$ cat config.mk
export PLATFORM = sky130hd
export DESIGN_NAME = sa_cache_miss_ctrl
export DESIGN_NICKNAME = d
export VERILOG_FILES = /design/src/rtl/sa_cache_miss_ctrl.sv
export SDC_FILE = /design/constraint.sdc
export NUM_CORES = 1
export LEC_CHECK = 0
export CAP_MARGIN = 30
export CORE_MARGIN = 2
export CORE_UTILIZATION = 39
export CTS_BUF_LIST = sky130_fd_sc_hd__clkbuf_4 sky130_fd_sc_hd__clkbuf_8 sky130_fd_sc_hd__clkbuf_16
export DETAILED_ROUTE_END_ITERATION = 10
export PLACE_DENSITY = 0.78
export SKIP_LAST_GASP = 1
export SLEW_MARGIN = 20
export SYNTH_ARGS = -nofsm -noshare
export SYNTH_HDL_FRONTEND = slang
export SYNTH_SLANG_ARGS = --single-unit
$ cat constraint.sdc
create_clock -name clk -period 1.9 [get_ports clk]
set_input_delay 0.475 -clock clk [delete_from_list [all_inputs] [get_ports clk]]
set_output_delay 0.475 -clock clk [all_outputs]
set_load 0.02 [all_outputs]
$ cat src/rtl/sa_cache_miss_ctrl.sv
// Miss sequencer between a CPU load/store port, a 4-way set-associative cache and a
// line-granular memory port: lookup, optional victim writeback, line fill, replay.
`timescale 1ns / 1ps

module sa_cache_miss_ctrl #(
    parameter int unsigned TAG_W      = 18,
    parameter int unsigned IDX_W      = 8,
    parameter int unsigned OFF_W      = 6,
    parameter int unsigned DATA_W     = 32,
    parameter int unsigned LOOKUP_LAT = 1,
    parameter int unsigned TIMEOUT    = 256
) (
    input  logic              clk,
    input  logic              rst_n,
    // CPU port
    input  logic              cpu_req,
    input  logic              cpu_we,
    input  logic [31:0]       cpu_addr,
    input  logic [DATA_W-1:0] cpu_wdata,
    output logic              cpu_ready,
    output logic              cpu_done,
    output logic              cpu_err,
    output logic [DATA_W-1:0] cpu_rdata,
    // cache port
    output logic [TAG_W-1:0]  c_tag,
    output logic [IDX_W-1:0]  c_index,
    output logic [OFF_W-1:0]  c_offset,
    output logic [DATA_W-1:0] c_dataW,
    output logic              c_memRW,
    output logic [DATA_W-1:0] c_mem_line,
    output logic              c_mem_resp,
    input  logic [DATA_W-1:0] c_data,
    input  logic              c_miss,
    input  logic              c_evict,
    input  logic [DATA_W-1:0] c_evict_data,
    input  logic [31:0]       c_evict_addr,
    // memory port
    output logic              mem_req,
    output logic              mem_we,
    output logic [31:0]       mem_addr,
    output logic [DATA_W-1:0] mem_wdata,
    input  logic              mem_ack,
    input  logic [DATA_W-1:0] mem_rdata,
    // statistics
    output logic [15:0]       miss_cnt
);

    localparam int unsigned LAT_W = $clog2(LOOKUP_LAT + 1);
    localparam int unsigned TMR_W = (TIMEOUT > 2) ? $clog2(TIMEOUT) : 1;

    typedef enum logic [2:0] {
        StIdle,
        StLookup,
        StWb,
        StFill,
        StResp,
        StDone,
        StErr
    } state_e;

    state_e            state_q, state_d;
    logic [TAG_W-1:0]  tag_q, tag_d;
    logic [IDX_W-1:0]  index_q, index_d;
    logic [OFF_W-1:0]  offset_q, offset_d;
    logic              we_q, we_d;
    logic [DATA_W-1:0] wdata_q, wdata_d;
    logic              replay_q, replay_d;
    logic [LAT_W-1:0]  lat_cnt_q, lat_cnt_d;
    logic [TMR_W-1:0]  timer_q, timer_d;
    logic [DATA_W-1:0] rdata_q, rdata_d;
    logic [DATA_W-1:0] mem_line_q, mem_line_d;
    logic [DATA_W-1:0] evict_data_q, evict_data_d;
    logic [31:0]       evict_addr_q, evict_addr_d;
    logic [15:0]       miss_cnt_q, miss_cnt_d;

    logic lookup_due;
    logic timer_exp;

    // Cache outputs are trusted only once the inputs have been stable LOOKUP_LAT cycles.
    assign lookup_due = (lat_cnt_q == LAT_W'(LOOKUP_LAT));
    // Expiring one short of TIMEOUT bounds mem_req to TIMEOUT-1 cycles per transfer.
    assign timer_exp  = (timer_q == TMR_W'(TIMEOUT - 2));

    always_ff @(posedge clk or negedge rst_n) begin
        if (!rst_n) begin
            state_q      <= StIdle;
            tag_q        <= '0;
            index_q      <= '0;
            offset_q     <= '0;
            we_q         <= 1'b0;
            wdata_q      <= '0;
            replay_q     <= 1'b0;
            lat_cnt_q    <= '0;
            timer_q      <= '0;
            rdata_q      <= '0;
            mem_line_q   <= '0;
            evict_data_q <= '0;
            evict_addr_q <= '0;
            miss_cnt_q   <= '0;
        end else begin
            state_q      <= state_d;
            tag_q        <= tag_d;
            index_q      <= index_d;
            offset_q     <= offset_d;
            we_q         <= we_d;
            wdata_q      <= wdata_d;
            replay_q     <= replay_d;
            lat_cnt_q    <= lat_cnt_d;
            timer_q      <= timer_d;
            rdata_q      <= rdata_d;
            mem_line_q   <= mem_line_d;
            evict_data_q <= evict_data_d;
            evict_addr_q <= evict_addr_d;
            miss_cnt_q   <= miss_cnt_d;
        end
    end

    always_comb begin
        state_d      = state_q;
        tag_d        = tag_q;
        index_d      = index_q;
        offset_d     = offset_q;
        we_d         = we_q;
        wdata_d      = wdata_q;
        replay_d     = replay_q;
        lat_cnt_d    = lat_cnt_q;
        timer_d      = timer_q;
        rdata_d      = rdata_q;
        mem_line_d   = mem_line_q;
        evict_data_d = evict_data_q;
        evict_addr_d = evict_addr_q;
        miss_cnt_d   = miss_cnt_q;

        unique case (state_q)
            StIdle: begin
                if (cpu_req) begin
                    offset_d  = cpu_addr[OFF_W-1:0];
                    index_d   = cpu_addr[OFF_W +: IDX_W];
                    tag_d     = cpu_addr[OFF_W+IDX_W +: TAG_W];
                    we_d      = cpu_we;
                    wdata_d   = cpu_wdata;
                    replay_d  = 1'b0;
                    lat_cnt_d = '0;
                    state_d   = StLookup;
                end
            end
            StLookup: begin
                if (lookup_due) begin
                    lat_cnt_d = '0;
                    if (!c_miss) begin
                        rdata_d = we_q ? '0 : c_data;
                        state_d = StDone;
                    end else if (replay_q) begin
                        // The line just returned is still missing: give up.
                        rdata_d = '0;
                        state_d = StErr;
                    end else begin
                        miss_cnt_d = (miss_cnt_q == 16'hFFFF) ? miss_cnt_q : miss_cnt_q + 16'd1;
                        timer_d    = '0;
                        if (c_evict) begin
                            evict_addr_d = c_evict_addr;
                            evict_data_d = c_evict_data;
                            state_d      = StWb;
                        end else begin
                            state_d = StFill;
                        end
                    end
                end else begin
                    lat_cnt_d = lat_cnt_q + LAT_W'(1);
                end
            end
            StWb: begin
                if (mem_ack) begin
                    timer_d = '0;
                    state_d = StFill;
                end else if (timer_exp) begin
                    rdata_d = '0;
                    state_d = StErr;
                end else begin
                    timer_d = timer_q + TMR_W'(1);
                end
            end
            StFill: begin
                if (mem_ack) begin
                    mem_line_d = mem_rdata;
                    state_d    = StResp;
                end else if (timer_exp) begin
                    rdata_d = '0;
                    state_d = StErr;
                end else begin
                    timer_d = timer_q + TMR_W'(1);
                end
            end
            StResp: begin
                replay_d  = 1'b1;
                lat_cnt_d = '0;
                state_d   = StLookup;
            end
            StDone:  state_d = StIdle;
            StErr:   state_d = StIdle;
            default: state_d = StIdle;
        endcase
    end

    // Outputs are decoded from state so that reset removes them asynchronously.
    always_comb begin
        cpu_ready = (state_q == StIdle);
        cpu_done  = (state_q == StDone) || (state_q == StErr);
        cpu_err   = (state_q == StErr);
        mem_req   = (state_q == StWb) || (state_q == StFill);
        mem_we    = (state_q == StWb);
        mem_addr  = 32'({tag_q, index_q, {OFF_W{1'b0}}});
        mem_wdata = '0;
        if (state_q == StWb) begin
            mem_addr  = evict_addr_q;
            mem_wdata = evict_data_q;
        end
    end

    assign cpu_rdata  = rdata_q;
    assign c_tag      = tag_q;
    assign c_index    = index_q;
    assign c_offset   = offset_q;
    assign c_dataW    = wdata_q;
    assign c_memRW    = we_q;
    assign c_mem_line = mem_line_q;
    assign c_mem_resp = (state_q == StResp);
    assign miss_cnt   = miss_cnt_q;

endmodule

==> results of run 1 <==
## report_power, final
group,switching [mW],leakage (nW),internal [mW]
logic,5.73,4.30,6.11
registers,1.28,2.76,6.71
clock network,1.99,0.462,3.31
total,9.00,7.52,16.1
## final timing paths
path | startpoint | end | slack (ps) | depth (start not counted)
hold / removal | rst_n | cpu_rdata[1]$_DFFE_PN0P_ | 460 | 2
min in group clk | cpu_rdata[28]$_DFFE_PN0P_ | cpu_rdata[28]$_DFFE_PN0P_ | 470 | 2
max in group asynchronous | rst_n | evict_data_q[4]$_DFFE_PN0P_ | 830 | 3
hold reg to reg | cpu_rdata[28]$_DFFE_PN0P_ | cpu_rdata[28]$_DFFE_PN0P_ | 470 | 2
setup / recovery | state_q[2]$_DFFE_PN0P_ | mem_addr[31] | -580 | 5
setup reg to reg | state_q[1]$_DFFE_PN0P_ | evict_addr_q[21]$_DFFE_PN0P_ | -300 | 10
## placed cells by master, fill, tap and decap left out, types with 12 or more instances in the layout
cell type	n
and2_1	27
buf_12	22
buf_2	12
buf_4	55
buf_6	33
clkbuf_16	33
clkdlybuf4s15_2	38
clkdlybuf4s50_1	208
dfrtp_1	220
dlygate4sd2_1	131
mux2_2	164
mux2_4	25
nand2_1	60
nand2_2	16
o21ai_2	31
xnor2_1	14
## kinds of logic (layout without fill, tap and decap cells)
kind of cell    count (synthesis)  after routing  synth area share (%)
buf+inv                        49            576                 2.939
mux                           189            189                 22.22
simple gates                  177            178                 9.221
fa+ha+maj                       3              3                0.3919
compound gates                 76             77                 5.956
flops                         222            222                 57.99
xor+xnor                       14             14                 1.280
## worst register-to-register path, delay by kind of cell (launching register included)
kind	cells	cell delay, ps
multiplexers	1	280
flip-flops	1	410
buffers and inverters	6	850
AND/OR/NAND/NOR	3	540
## state kept, by name, summed over array words and instances, names as in the netlist, 16 cells and up
signal        count
evict_addr_q     32
evict_data_q     32
c_tag            18
c_dataW          32
c_mem_line       32
miss_cnt         16
cpu_rdata        32
## synthesized netlist by cell type (all sizes together), types with 9 or more instances
library cell | number | area, µm²
o21ai | 41 | 310.3
and2 | 39 | 244.0
dfrtp | 222 | 5555
nor3 | 10 | 50.05
buf | 32 | 217.7
nand4 | 9 | 56.30
nor2 | 12 | 47.55
clkbuf | 10 | 37.54
nand2 | 78 | 295.3
mux2 | 189 | 2128
xnor2 | 14 | 122.6
## repair_timing
item,in CTS,in global routing
gates cloned,9,13
pin swaps,6,23
resized for setup,424,75
setup endpoints to repair,316,267
buffers inserted,14,15
endpoints found under the hold margin,42,0
hold buffers,1,0
## metal layers
| layer | up-vias | share of wire (%) | GRT usage (%) | wire [µm] |
|---|---|---|---|---|
| met5 | - | 0 | 0 | 0 |
| met4 | 0 | 3.9 | 8.685 | 1273 |
| met3 | 81 | 7.6 | 6.302 | 2474 |
| met2 | 362 | 51 | 40.52 | 16700 |
| met1 | 3949 | 38 | 27.17 | 12320 |
| li1 | 3593 | - | - | - |
## cell type report
type	count	area share [%]
timing repair buffer	523	33.13
tap	324	2.452
inverter	7	0.1589
multi-input combinational	461	25.07
sequential	222	33.61
clock inverter	11	1.052
clock buffer	35	4.532
==> run summary, run 1 <==
## Finish
- 68.19% — Post-Route Utilization
- 0 — diode insertion count for antenna repair
- 16540 µm² — post-route cell area
- 1583 — post-route insts no fill
- 5558 µm² — area taken by flip-flops and latches
- 72.62% — Layout area overhead
- 1443 — Post-layout nets
- 4145 µm² — multi-input gate area in the final layout
- 1721 — fill cell count
- 39.79% — proportion of layout cells with a drive suffix above 1

## Synthesis
- 0 — number of synthesized flops with an enable pin
- 0 — count of warnings emitted by yosys
- 730 — post-synthesis cell count
- 49 — Netlist cell types
- 13.12 µm² — average cell area after synthesis
- 57.99% — sequential share of the synthesized area
- dfrtp_1 — prevailing post-synth register cell
- 222 — synthesis-stage register bit count
- 9579 µm² — synthesized cell area
- 100.0% — post-synthesis async set-or-reset flop share
- 932 — Net Count, Synth

## Floorplan
- 160.7 µm — overall die width
- 39.50% — effective utilization at floorplan
- 160.7 µm — overall die height
- 24250 µm² — Core Region
- 25830 µm² — Die Area
- 57 — total number of placement rows
- 414 — # IOs

## Placement
- -369.9 ps — worst slack at placement
- 14660 µm² — Placed Area
- 0.8577 — gpl congestion
- 413 — buffers added on ports
- 1488 — Placed Cells
- 21320 µm — half-perimeter wire length of the detailed placement result

## Clocking
- 60 ps — clock-pin slew on the worst setup and hold paths
- 3 — maximum buffer depth of the clock tree
- 530 ps — latest clock arrival within the worst-skew pair
- done — clock tree from TritonCTS
- 1 — H-tree lvl count
- 26 — number of buffers added by the clock tree synthesis step
- clkbuf_16 — clock root buffer
- 222 — clock tree sinks

## Timing
- 258 — setup violators final
- 627.4 ps — transition at the pin with the smallest max-transition slack
- 0 — final number of hold-violating endpoints
- 464.7 ps — worst-case hold slack
- yes — unrepaired setup endpoints after global routing
- 402.7 MHz — peak clock frequency supported by timing
- -61160 ps — Post-Route Setup TNS
- 130.7% — share of the clock period used by the worst path after layout
- 58.06% — Slew headroom
- 0 — number of max-slew violations in the final report
- -583.0 ps — post-route worst setup slack
- 9.435 ps — worst-case clock skew
- 2483 ps — minimum period implied by the final worst setup slack

## Power
- 995.6 µV — maximum vdd ir drop
- 25.12 mW — PnR Total Power
- 7.522 nW — static power due to leakage
- 1519 nW/µm² — Cell Pwr Density

## Run
- 0 — max cap viols

## Global route
- 0 — leftover overflow at the end of global routing
- 51 — maximum number of pins on one net before global-route repair
- 8121 — number of global-route vias before repair
- 23.11% — overall track demand over capacity in global routing
- 46580 µm — first-pass GRT wire length
- 0 — number of antenna violations at the first check in global routing

## Routing
- 7985 — count of vias placed by the detailed router
- 0 — post-detailed-route count of antenna-violating nets
- 0 — DRC violation count after routing
- 20.70 µm — average routed wire per standard cell
- 371 — starting DRC count in detailed routing
- 4 — detailed-routing iteration count for the pre-antenna-repair pass
- 5.044 — via density per instance
- 32760 µm — total wire length after detailed routing

## Worst setup path
- 2 — Buf+Inv Stages, Crit Path
- dfrtp_1 — Slowest-stage cell, CP
- 1420 ps — Required @ worst endpoint
- register — Critical Path Source Type
- 380 ps — crit-path max cell delay
- nand2b_4 > nor2_4 > buf_12 > mux2_2 > clkdlybuf4s15_2 — CP Cell Sequence
- output pin — crit path capture type
- 14 — largest fanout on the critical path
- 2010 ps — data arrival time of the critical path
- buffers and inverters — Largest delay share family, worst path
- register to output pin — worst setup path category

## Run status
- setup timing — violated checks
- finished, violations left — run status

## Min path
- primary input to async pin — HP Class

(Power assumes the default switching activity.)
==> run 2, diff against run 1 <==
--- a/config.mk
+++ b/config.mk
@@ -12,7 +12,6 @@
 export DETAILED_ROUTE_END_ITERATION = 10
 export PLACE_DENSITY = 0.78
 export SKIP_LAST_GASP = 1
-export SLEW_MARGIN = 20
 export SYNTH_ARGS = -nofsm -noshare
 export SYNTH_HDL_FRONTEND = slang
 export SYNTH_SLANG_ARGS = --single-unit
==> results of run 2 <==
Same layout as run 1: the final DEF is identical, and so are final timing and power.
